--- src/rtl/pwm_breathe_multi.sv ---
// N-channel PWM LED driver with per-channel triangle breathing.
// All timing is derived from clock-enable ticks in the clk domain; duty values
// are latched only at the PWM period boundary so outputs never glitch mid-period.
module pwm_breathe_multi #(
    parameter int CHANNELS   = 6,
    parameter int PWM_W      = 8,
    parameter int PRESCALE   = 105,
    parameter int STEP_DIV   = 52734,
    parameter int STEP       = 1,
    parameter bit ACTIVE_LOW = 1'b0
) (
    input  logic                clk,
    input  logic                rst_n,
    input  logic                en,
    input  logic [1:0]          mode,
    input  logic [PWM_W-1:0]    static_duty,
    output logic [CHANNELS-1:0] led,
    output logic                period_tick
);

    localparam logic [1:0] MODE_OFF     = 2'b00;
    localparam logic [1:0] MODE_STATIC  = 2'b01;
    localparam logic [1:0] MODE_BREATHE = 2'b10;

    localparam int PS_W = (PRESCALE > 1) ? $clog2(PRESCALE) : 1;
    localparam int SD_W = (STEP_DIV > 1) ? $clog2(STEP_DIV) : 1;
    localparam logic [PS_W-1:0]  PS_LAST = PS_W'(PRESCALE - 1);
    localparam logic [SD_W-1:0]  SD_LAST = SD_W'(STEP_DIV - 1);
    localparam logic [PWM_W-1:0] PWM_MAX = {PWM_W{1'b1}};
    localparam logic [PWM_W:0]   STEP_V  = (PWM_W + 1)'(STEP);

    logic [PS_W-1:0]  presc_q, presc_d;
    logic [PWM_W-1:0] pwm_cnt_q, pwm_cnt_d;
    logic [SD_W-1:0]  step_cnt_q, step_cnt_d;
    logic [1:0]       mode_q, mode_d;
    logic             period_tick_q;

    logic tick;
    logic boundary;
    logic breathing;
    logic step;

    // Shared strobes: PWM tick, period boundary and breathing phase step
    always_comb begin
        tick      = en && (presc_q == PS_LAST);
        boundary  = tick && (pwm_cnt_q == PWM_MAX);
        breathing = en && (mode_q == MODE_BREATHE);
        step      = breathing && (step_cnt_q == SD_LAST);
    end

    // Next state of the shared counters; en=0 parks everything at zero
    always_comb begin
        presc_d    = presc_q;
        pwm_cnt_d  = pwm_cnt_q;
        step_cnt_d = step_cnt_q;
        mode_d     = mode_q;
        if (!en) begin
            presc_d    = '0;
            pwm_cnt_d  = '0;
            step_cnt_d = '0;
        end else begin
            presc_d = tick ? '0 : presc_q + 1'b1;
            if (tick) begin
                pwm_cnt_d = pwm_cnt_q + 1'b1;
            end
            if (boundary) begin
                mode_d = mode;
            end
            if (breathing) begin
                step_cnt_d = step ? '0 : step_cnt_q + 1'b1;
            end
        end
    end

    // Shared counter and strobe registers
    always_ff @(posedge clk or negedge rst_n) begin
        if (!rst_n) begin
            presc_q       <= '0;
            pwm_cnt_q     <= '0;
            step_cnt_q    <= '0;
            mode_q        <= MODE_OFF;
            period_tick_q <= 1'b0;
        end else begin
            presc_q       <= presc_d;
            pwm_cnt_q     <= pwm_cnt_d;
            step_cnt_q    <= step_cnt_d;
            mode_q        <= mode_d;
            period_tick_q <= boundary;
        end
    end

    assign period_tick = period_tick_q;

    genvar gi;
    generate
        for (gi = 0; gi < CHANNELS; gi++) begin : g_ch
            // Phases start evenly spread over the full up/down cycle
            localparam logic [PWM_W:0] PH_INIT =
                (PWM_W + 1)'((gi * (1 << (PWM_W + 1))) / CHANNELS);

            logic [PWM_W:0]   ph_q;
            logic [PWM_W-1:0] duty_sh_q;
            logic [PWM_W-1:0] duty_next;
            logic             on;
            logic             led_q;

            // Duty this channel would adopt at the next boundary (MSB of phase = falling half)
            always_comb begin
                duty_next = '0;
                case (mode)
                    MODE_STATIC:  duty_next = static_duty;
                    MODE_BREATHE: duty_next = ph_q[PWM_W] ? ~ph_q[PWM_W-1:0] : ph_q[PWM_W-1:0];
                    default:      duty_next = '0;
                endcase
            end

            // Compare: MAX forces always-on so full brightness has no dark tick
            always_comb begin
                on = (duty_sh_q == PWM_MAX) || (pwm_cnt_q < duty_sh_q);
            end

            // Phase accumulator; holds whenever breathing is paused
            always_ff @(posedge clk or negedge rst_n) begin
                if (!rst_n) begin
                    ph_q <= PH_INIT;
                end else if (step) begin
                    ph_q <= ph_q + STEP_V;
                end
            end

            // Shadow duty, updated only at the period boundary
            always_ff @(posedge clk or negedge rst_n) begin
                if (!rst_n) begin
                    duty_sh_q <= '0;
                end else if (!en) begin
                    duty_sh_q <= '0;
                end else if (boundary) begin
                    duty_sh_q <= duty_next;
                end
            end

            // Registered LED output with optional inversion
            always_ff @(posedge clk or negedge rst_n) begin
                if (!rst_n) begin
                    led_q <= ACTIVE_LOW;
                end else if (!en) begin
                    led_q <= ACTIVE_LOW;
                end else begin
                    led_q <= on ^ ACTIVE_LOW;
                end
            end

            assign led[gi] = led_q;
        end
    endgenerate

endmodule

--- config.mk ---
export PLATFORM = sky130hd
export DESIGN_NAME = pwm_breathe_multi
export DESIGN_NICKNAME = d
export VERILOG_FILES = /design/src/rtl/pwm_breathe_multi.sv
export SDC_FILE = /design/constraint.sdc
export NUM_CORES = 1
export LEC_CHECK = 0
export CELL_PAD_IN_SITES_DETAIL_PLACEMENT = 1
export CELL_PAD_IN_SITES_GLOBAL_PLACEMENT = 1
export CORE_UTILIZATION = 40
export CTS_CLUSTER_SIZE = 12
export DETAILED_ROUTE_END_ITERATION = 6
export HOLD_SLACK_MARGIN = 0.06
export PLACE_DENSITY = 0.65
export SETUP_SLACK_MARGIN = 0.1
export SYNTH_ARGS = -nofsm -noshare
export SYNTH_HDL_FRONTEND = slang
export SYNTH_SLANG_ARGS = --single-unit
export TNS_END_PERCENT = 30
--- constraint.sdc ---
create_clock -name clk -period 3.4 [get_ports clk]
set_input_delay 0.68 -clock clk [delete_from_list [all_inputs] [get_ports clk]]
set_output_delay 0.68 -clock clk [all_outputs]
set_load 0.005 [all_outputs]
---- Word level (Yosys, flattened, before mapping) ----
Index checks and enable logic that the tools add are counted.
cells by class
  equality and inequality tests ........... 15
  reductions and logical operators ........ 11
  order comparisons ....................... 6
  multiplexer cells ....................... 37
  bitwise logic cells ..................... 6
  multiply operators ...................... 0
  shift-type cells ........................ 0
  add/sub/neg operators ................... 9
  divide/modulo/power cells ............... 0
operator list
  operator               number
  $mux 8                 20
  $pmux 8 s2             6
  $eq 8x8->1 const B     7
  $add 9x1->9 const B    6
  $lt 8x8->1             6
  $mux 16                3
  $not 8->8              6
  $add 16x1->16 const B  1
  $eq 16x16->1 const B   1
  $mux 7                 2
  $add 8x1->8 const B    1
  $add 7x1->7 const B    1
  $eq 7x7->1 const B     1
  $logic_or 1x1->1       6
  $mux 1                 6
  $ne 2x1->1 const B     3
  $eq 2x2->1 const B     2
  $logic_and 1x1->1      4
  $eq 2x1->1 const B     1
  $reduce_and 2->1       1
storage, ports and cells
  input bits .............................. 13
  latch bits .............................. 0
  output and inout bits ................... 7
  memories ................................ 0
  ROM bits ................................ 0
  RAM bits ................................ 0
  flip-flop bits (word level) ............. 142

---- Longest topological paths before layout ----
Gate-level depths: netlist of run 1.
  word-level depth ........................ 6
  depth in mapped cells ................... 9
  mapped depth without buffers ............ 7

---- Least setup slack after synthesis of run 1 ----
No wires, ideal clock.
  path type ............................... flip-flop to flip-flop
  start ................................... register step_cnt_q[1]
  end ..................................... register g_ch[0].ph_q[3]
  required time ........................... 3.270 ns
  cell stages (with the launch flop) ...... 10
  data arrival time ....................... 1.976 ns
  setup slack ............................. 1.295 ns
  setup time .............................. 0.130 ns
  path through ............................ dfrtp_1 inv_1 ha_1 or3b_1 nor4_4 nor2b_1 buf_4 buf_6 nand4_1 xnor2_1
between the ends
  longest elaborated chain between the ends .. 2
RTL lines
  element                 RTL line  source
  from (decl)             34        logic [SD_W-1:0] step_cnt_q, step_cnt_d;
  from (signal assigned)  86        step_cnt_q <= step_cnt_d;
  $eq 16x16->1            48        step = breathing && (step_cnt_q == SD_LAST);
  $logic_and 1x1->1       48
  to (signal assigned)    127       ph_q <= ph_q + STEP_V;
  to (decl)               101       logic [PWM_W:0] ph_q;
No other way between the ends.
A chain may end at the register's enable or synchronous reset.

---- Worst setup path in the final report of run 1 ----
  start ................................... register step_cnt_q[1]
  end ..................................... register g_ch[3].ph_q[7]
between the ends
  longest elaborated chain between the ends .. 2
RTL lines
  element               RTL line
  $eq 16x16->1          48
  $logic_and 1x1->1     48
  to (signal assigned)  127
  to (decl)             101
No other way between the ends.

==> results.yml, run 1 <==
yosys:
  synthArstFlopShare_pct: 100
  synth_compound_area_share_pct: 14.1
  synth_edf_count: 0
  yosysWarnings: 0
  synth_cell_type_count: 50
  synth_commonest_cells: "dfrtp_1, xor2_1, ha_1, nand2_1, a21oi_1"
  syn_inst: 797
  synth_fa_ha_area_share_pct: 8.55
  yosysMostFrequentCell: "dfrtp_1"
  ys_ff_latch: 142
  synth_top_family_by_area: "simple AND/OR/NAND/NOR gates"
  yosys.area_share.simple_pct: 14.8
  synthesis.area_um2: 8050
  netlist.area_leader.share_pct: 38.2
  syn_nets: 865
  synth_top_area_cell: "dfrtp_1"
  ys.flop_type: "dfrtp_1"
  yosysSeqAreaShare_pct: 44.4
  syn_area_per_cell_um2: 10.1
  synthMuxAreaShare_pct: 0.529
  synth_xor_area_share_pct: 11.9
  synthTopCellsByArea: "dfrtp_1, ha_1, xor2_1"
timing:
  setup_violations: 0
  max_clock_freq_ghz: 0.381
  finClkSkew_ns: 0.0135
  hold_viol: 0
  finalCritPeriodShare_pct: 77.1
  rsz0062_at_grt: "false"
  worstMarginPinSlew_ns: 0.662
  min_period_ns: 2.62
  finalSetupTns_ns: 0
  slew_headroom_pct: 55.9
  final-max-slew-violation-count: 0
global_route:
  antenna_found_initial: 0
  grt_pass1_vias: 6259
  grt_usage_pct: 22.1
  grt_pass1_wl_mm: 34.5
  grt_max_degree: 70
  overflow: 0
job:
  drv_cap: 0
floorplanning:
  io_pins: 20
  die_w_um: 144
  fp.dieH_um: 144
  fp.coreArea_um2: 19600
  start_util_pct: 41.1
  die_area_um2: 20700
  rows: 51
cells_and_area:
  antenna_cells: 0
  syn2layout_area_growth_pct: 12.0
  drive_gt1_share_pct: 9.58
  final_cell_area_um2: 9020
  nNetsFinal: 859
pwr:
  p_leak_nw: 4.08
  irDropWorstVdd_mv: 0.333
  p_total_mw: 3.80
  powerDensity_nw_per_um2: 422
placed_design:
  dp_hpwl_mm: 14.7
  postPlaceCellArea_um2: 8390
  io_buffers: 19
  gp_congestion: 0.807
cts:
  cts_made_buffers: 17
  cts-root-buf: "clkbuf_16"
  clk_path_buf_depth: 2
  worstSkewPairLatency_ns: 0.44
  cts_hold_buf: 0
  cts_resized: 0
  cts_setup_buffers: 0
  cts_tree: "yes"
  clkTransAtPathRegs_ns: 0.07
  cts_num_sinks: 142
  h-tree-depth: 4
route:
  ant_nets: 0
  viasPerCell: 5.49
  drcViolationCount: 0
  drt-pass1-iter-count: 4
  drtIter0Drc: 353
  vias: 5864
  drt_wl_total_mm: 20.7
  wl_per_cell_um: 19.4
critical_path:
  arrival_ns: 2.97
  max_stage_delay_ns: 0.45
  worstPathCellList: "inv_1, ha_1, or3b_1, nor4_4, nand2b_2, nor4_1, xor2_1"
  critPathTopFamily: "simple AND/OR/NAND/NOR gates"
  cp.buffers_inverters: 1
  end_kind: "register"
  cp.required_ns: 3.75
  crit_type: "register to register"
  crit_path_start_kind: "register"
  crit_fanout: 21
  slowest_stage: "nand2b_2"
worst_hold_path:
  hold_class: "input pin to async pin"
status:
  status: "finished, final reports clean"
cells in the final DEF (no fill, tap or decap), drive strengths merged, types with 3 or more instances in the layout:
| master | instances |
|---|---|
| inv | 56 |
| nand4 | 41 |
| or2 | 3 |
| a2111oi | 5 |
| clkdlybuf4s50 | 18 |
| nand2 | 52 |
| dfstp | 19 |
| clkinvlp | 5 |
| o21a | 10 |
| nor4 | 4 |
| nand2b | 9 |
| ha | 55 |
| a221oi | 5 |
| nor2 | 31 |
| clkbuf | 18 |
| and2 | 10 |
| o2bb2ai | 47 |
| o21bai | 5 |
| a21oi | 51 |
| xor2 | 71 |
| a31oi | 8 |
| nand3 | 17 |
| and4 | 4 |
| buf | 11 |
| and3 | 18 |
| nor3 | 18 |
| bufinv | 3 |
| dfrtp | 123 |
| xnor2 | 38 |
| a21o | 8 |
| o21ai | 19 |
final timing paths:
kind | slack [ns] | from | endpoint | cells after the start
setup / recovery | 0.78 | step_cnt_q[1] | g_ch[3].ph_q[7] | 7
hold / removal | 0.21 | rst_n | g_ch[5].ph_q[4] | 1
setup reg to reg | 0.78 | step_cnt_q[1] | g_ch[3].ph_q[7] | 7
hold reg to reg | 0.48 | presc_q[0] | presc_q[0] | 1
max in group asynchronous | 2.40 | rst_n | g_ch[0].duty_sh_q[6] | 2
min in group clk | 0.48 | presc_q[0] | presc_q[0] | 1
layer usage:
layer  part of all wire (%)  track usage [%]  up-vias  routed length [um]
li1                       -                -     2782                   -
met1                     49             30.9     2991               10100
met4                    1.2             6.61        0                 252
met2                     47             35.0       69                9650
met3                    3.4             3.57       22                 701
met5                      0                0        -                   0
layout make-up:
| type | instances | area, um^2 |
|---|---|---|
| Multi-Input combinational cell | 550 | 4020 |
| Inverter | 51 | 191 |
| Timing Repair Buffer | 29 | 279 |
| Fill cell | 2187 | 10600 |
| Sequential cell | 142 | 3580 |
| Clock buffer | 18 | 439 |
| Tap cell | 265 | 332 |
| Clock inverter | 14 | 183 |
sequential cells by signal, indices dropped and copies added, names as in the netlist:
signal / count
g_ch.ph_q: 54
g_ch.duty_sh_q: 48
step_cnt_q: 16
pwm_cnt_q: 8
presc_q: 7
g_ch.led_q: 6
mode_q: 2
period_tick: 1
power breakdown:
part | switching [mW] | internal [mW]
registers | 0.00486 | 1.69
clock network | 0.788 | 1.19
logic | 0.0908 | 0.0348
stage by stage:
step	instances	hold WS, ns	worst slack (ns)	utilization, %
4_1_cts	1069	0.258	0.734	46.0
3_5_place_dp	1037	0.473	0.417	42.8
5_1_grt	1069	0.274	0.501	46.0
2_1_floorplan	797	0.384	1.29	-
6_report	1069	0.212	0.778	46.0
3_3_place_gp	1037	0.466	0.470	42.8
logic make-up after synthesis:
| family | Yosys count |
|---|---|
| xor+xnor | 109 |
| mux | 4 |
| buf+inv | 105 |
| compound gates | 166 |
| simple gates | 216 |
| fa+ha+maj | 55 |
| flops | 142 |
No activity file was read; power rests on OpenSTA's default activity.
==> run 2: changes to the inputs <==
PLACE_DENSITY = 0.67   (was 0.65)
clock period = 2.4 ns   (was 3.4 ns; I/O delays follow)
==> run 2 against run 1 <==
Net effect: combinational power up 60%; non-clock buffer count is 34 higher; clock-buffer cell count grew 4; sequential share of layout area down 2.0 points; clock skew is 0.0020 ns lower; critical endpoint is now g_ch[5].ph_q[5]; highest routed layer unchanged.
==> results.yml, run 2 (synthesized netlist as in run 1, its figures left out) <==
status:
  status: "finished, final reports clean"
pwr:
  internal_power_mw: 4.42
  switching_share_pct: 21.1
  p_total_mw: 5.60
  power_switching_mw: 1.18
  combinationalPowerShare_pct: 3.6
  powerDensity_nw_per_um2: 589
  p_leak_nw: 4.36
  seq_power_share_pct: 43.0
  irDropWorstVdd_mv: 0.618
  power.share.clock_pct: 53.4
cells_and_area:
  final_cell_mix: "dfrtp_1, xor2_1, ha_1"
  drive_gt1_share_pct: 13.7
  layout_commonest_cell: "dfrtp_1"
  final_cell_area_um2: 9510
  largest_reg_flops: 54
  syn2layout_area_growth_pct: 18.1
  reg_top3: "g_ch.ph_q (54), g_ch.duty_sh_q (48), step_cnt_q (16)"
  antenna_cells: 0
  nNetsFinal: 893
  top_register: "g_ch.ph_q"
critical_path:
  crit_fanout: 4
  crit_type: "register to register"
  crit_path_start_kind: "register"
  arrival_ns: 2.62
  cp.required_ns: 2.75
  end_kind: "register"
floorplanning:
  die_area_um2: 20700
  rows: 51
  fp.coreArea_um2: 19600
  start_util_pct: 41.1
  die_w_um: 144
  io_pins: 20
  fp.dieH_um: 144
global_route:
  grt_max_degree: 56
  grt_pass1_vias: 6504
  antenna_found_initial: 0
  overflow: 0
  grt_pass1_wl_mm: 35.3
  grt_usage_pct: 22.8
cts:
  clkTransAtPathRegs_ns: 0.06
  clk_path_buf_depth: 2
  cts_tree: "yes"
  cts_num_sinks: 142
  h-tree-depth: 4
  worstSkewPairLatency_ns: 0.43
  cts-root-buf: "clkbuf_16"
  cts_made_buffers: 17
route:
  drcViolationCount: 0
  drtIter0Drc: 247
  ant_nets: 0
  drt-pass1-iter-count: 5
  viasPerCell: 5.53
  vias: 6098
  drt_wl_total_mm: 22.5
  wl_per_cell_um: 20.4
placed_design:
  io_buffers: 19
  dp_hpwl_mm: 15.0
  gp_congestion: 0.792
  place_ws_ns: -0.0225
  postPlaceCellArea_um2: 8640
timing:
  setup_violations: 0
  min_period_ns: 2.27
  rsz0062_at_grt: "false"
  hold_viol: 0
  finClkSkew_ns: 0.0116
  finalSetupTns_ns: 0
  worstMarginPinSlew_ns: 0.594
  finalCritPeriodShare_pct: 94.7
  slew_headroom_pct: 60.3
  whs_ns: 0.478
  fin_ws_ns: 0.127
  max_clock_freq_ghz: 0.440
  final-max-slew-violation-count: 0
job:
  drv_cap: 0
worst_hold_path:
  hold_class: "register to register"
## run 2: path summary, 6_finish.rpt
check                              start         endpoint  slack (ns)  depth (start not counted)
setup / recovery           step_cnt_q[1]  g_ch[5].ph_q[5]        0.13                         10
hold / removal                presc_q[0]       presc_q[0]        0.48                          1
setup reg to reg           step_cnt_q[1]  g_ch[5].ph_q[5]        0.13                         10
hold reg to reg               presc_q[0]       presc_q[0]        0.48                          1
max in group asynchronous          rst_n  g_ch[3].ph_q[8]        1.06                          3
min in group asynchronous          rst_n    step_cnt_q[2]        0.59                          2
## run 2: timing repair
item / CTS / global route
endpoints found under the setup margin: 16 / 31
hold endpoints to repair: 28 / 0
resized for setup: 2 / 9
gates cloned: 0 / 3
buffers inserted: 0 / 6
hold buffers: 1 / 0
pin swaps: 0 / 2
## run 2: final cells by class
class	instances	area (um^2)
clock buffers	22	484
clock inverters	10	184
fillers	2164	10100
inverters	51	191
multi-input cells	550	4060
flip-flops and latches	142	3580
well taps	265	332
repair buffers	63	681
## run 2: metrics by stage
stage               util (%)  std cells
floorplan                  -        797
global placement        44.1       1061
detailed placement      44.1       1061
CTS                     47.6       1094
global route            48.5       1103
finish                  48.5       1103
## run 2: power groups by stage
| stage | logic, mW | clock network (mW) | registers, mW |
|---|---|---|---|
| CTS | 0.208 | 3.04 | 2.41 |
| global placement | 0.197 | 0 | 2.45 |
| detailed placement | 0.203 | 0 | 2.45 |
| finish | 0.202 | 2.99 | 2.41 |
| global route | 0.224 | 3.12 | 2.41 |
| floorplan | 0.0735 | 0 | 2.45 |
## run 2: critical path, cell delays in order (launching register included)
cell and delay (ns):
dfrtp_1 0.41, inv_2 0.07, ha_1 0.14, or3b_4 0.39, nor4_4 0.21, buf_4 0.19, nor2b_4 0.17, buf_12 0.14
clkbuf_16 0.14, nand4_1 0.12, xnor2_1 0.21
## run 2: layer usage
layer / share of wire [%] / global-route usage [%]
met1: 44 / 28.7
met3: 2.7 / 3.83
met2: 51 / 39.1
met4: 2.4 / 8.23
met5: 0 / 0
==> run 3: changes to the inputs <==
--- a/constraint.sdc
+++ b/constraint.sdc
@@ -3,2 +3,2 @@
 set_output_delay 0.48 -clock clk [all_outputs]
-set_load 0.005 [all_outputs]
+set_load 0.1 [all_outputs]
==> run 3 against run 2 <==
Net effect: routed wire length grew 0.57%; cell count grew 0.18%; worst setup slack got worse by 0.099 ns; sequential power about the same; die area is the same; critical path depth down 1; register-to-register slack got worse by 0.099 ns; combinational power barely moved; final area rose by 0.57%; via count grew 0.64%; clock power increased by 9.0%; critical path type unchanged; largest power group unchanged.
==> results.yml, run 3 (synthesized netlist as in run 1, its figures left out) <==
cells_and_area:
  largest_reg_flops: 54
  reg_top3: "g_ch.ph_q (54), g_ch.duty_sh_q (48), step_cnt_q (16)"
  final_cell_mix: "dfrtp_1, xor2_1, ha_1"
  nNetsFinal: 895
  syn2layout_area_growth_pct: 18.8
  final_cells: 1105
  final_core_util_pct: 48.8
  top_register: "g_ch.ph_q"
  drive_gt1_share_pct: 15.1
  antenna_cells: 0
  multi_input_area_um2: 4070
  layout_commonest_cell: "dfrtp_1"
  n_fill_cell: 2163
  regArea_um2: 3580
critical_path:
  rr_worst_depth: 9
  arrival_ns: 2.70
  end_kind: "register"
  cp.required_ns: 2.73
  crit_type: "register to register"
  crit_path_start_kind: "register"
  crit_fanout: 11
floorplanning:
  rows: 51
  fp.coreArea_um2: 19600
  io_pins: 20
  die_w_um: 144
  start_util_pct: 41.1
  fp.dieH_um: 144
  die_area_um2: 20700
pwr:
  seq_power_share_pct: 41.0
  combinationalPowerShare_pct: 3.4
  p_total_mw: 5.87
  irDropWorstVdd_mv: 0.440
  p_leak_nw: 4.41
  switching_share_pct: 20.7
  internal_power_mw: 4.66
  power_switching_mw: 1.21
  powerDensity_nw_per_um2: 614
  power.share.clock_pct: 55.6
route:
  drt-pass1-iter-count: 4
  vias: 6137
  drt_wl_total_mm: 22.7
  drtIter0Drc: 280
  drcViolationCount: 0
  viasPerCell: 5.55
  wl_per_cell_um: 20.5
  ant_nets: 0
placed_design:
  io_buffers: 19
  dp.cells: 1059
  dp_hpwl_mm: 14.5
  gp_congestion: 0.806
timing:
  max_clock_freq_ghz: 0.422
  finalCritPeriodShare_pct: 98.8
  rsz0062_at_grt: "true"
  slew_headroom_pct: 60.2
  min_period_ns: 2.37
  worstMarginPinSlew_ns: 0.597
  whs_ns: 0.483
  finClkSkew_ns: 0.0158
  setup_violations: 0
  hold_viol: 0
  final-max-slew-violation-count: 0
global_route:
  antenna_found_initial: 0
  grt_max_degree: 56
  grt_pass1_vias: 6506
  overflow: 0
  grt_pass1_wl_mm: 35.1
  grt_usage_pct: 22.6
job:
  drv_cap: 0
cts:
  clk_path_buf_depth: 2
  cts_tree: "yes"
  cts_made_buffers: 17
  h-tree-depth: 4
  cts-root-buf: "clkbuf_16"
  worstSkewPairLatency_ns: 0.43
  clkTransAtPathRegs_ns: 0.06
  cts_num_sinks: 142
worst_hold_path:
  hold_class: "register to register"
  hold_path_depth: 1
status:
  status: "finished, final reports clean"
-- run 3: cell count changes in the layout (fill, tap and decap cells not counted), sizes merged --
| cell | previous run | this run |
|---|---|---|
| bufinv | 5 | 8 |
| clkdlybuf4s50 | 18 | 11 |
| clkinv | 3 | 5 |
| clkinvlp | 2 | 0 |
| inv | 51 | 52 |
| clkbuf | 25 | 21 |
| buf | 41 | 50 |
-- run 3: path summary, 6_finish.rpt --
kind	from	endpoint	slack, ns
max	step_cnt_q[1]	g_ch[4].ph_q[7]	0.03
min	step_cnt_q[15]	step_cnt_q[15]	0.48
max reg2reg	step_cnt_q[1]	g_ch[4].ph_q[7]	0.03
min reg2reg	step_cnt_q[15]	step_cnt_q[15]	0.48
max in group asynchronous	rst_n	g_ch[4].ph_q[4]	1.05
min in group asynchronous	rst_n	step_cnt_q[3]	0.58
-- run 3: power groups by stage --
stage / sequential, mW / combinational [mW] / clock [mW]
after floorplan: 2.45 / 0.0735 / 0
final: 2.41 / 0.200 / 3.26
after CTS: 2.41 / 0.205 / 3.31
after detailed placement: 2.45 / 0.202 / 0
after global routing: 2.41 / 0.221 / 3.40
after global placement: 2.45 / 0.195 / 0
-- run 3: worst max-delay path: stages, from the launching register on --
cell and delay [ns]:
dfrtp_1 0.41, inv_2 0.10, ha_4 0.12, or3b_4 0.38, nor4_4 0.32, buf_4 0.19, nand2b_4 0.13, buf_4 0.21
nor3_4 0.20, xor2_1 0.22
-- run 3: per-layer routing --
| layer | GRT usage (%) | routed length, um | share of wire (%) |
|---|---|---|---|
| met1 | 28.4 | 9930 | 44 |
| met2 | 39.4 | 11400 | 50 |
| met3 | 3.10 | 771 | 3.4 |
| met4 | 8.12 | 549 | 2.4 |
| met5 | 0 | 0 | 0 |
-- run 3: final cells by class --
class | instances | share of cell area (%)
Sequential cell | 142 | 37.4
Tap cell | 265 | 3.47
Clock buffer | 18 | 4.59
Multi-Input combinational cell | 550 | 42.6
Clock inverter | 14 | 2.98
Inverter | 51 | 2.00
Timing Repair Buffer | 65 | 6.96
-- run 3: what timing repair did --
action	CTS	global route
pin swaps	0	7
hold buffers	1	0
endpoints found under the setup margin	8	45
gates resized for setup	2	11
gates cloned	0	3
hold endpoints to repair	19	0
buffers inserted	0	10
-- run 3: through the flow --
| stage | TNS (ns) | instance area [um^2] | setup WS (ns) |
|---|---|---|---|
| after detailed placement | 0 | 8600 | 0.0149 |
| after floorplan | 0 | 8050 | 0.295 |
| final | 0 | 9560 | 0.0278 |
| after global routing | -0.821 | 9560 | -0.0663 |
| after CTS | 0 | 9350 | 0.0385 |
| after global placement | 0 | 8600 | 0.0657 |
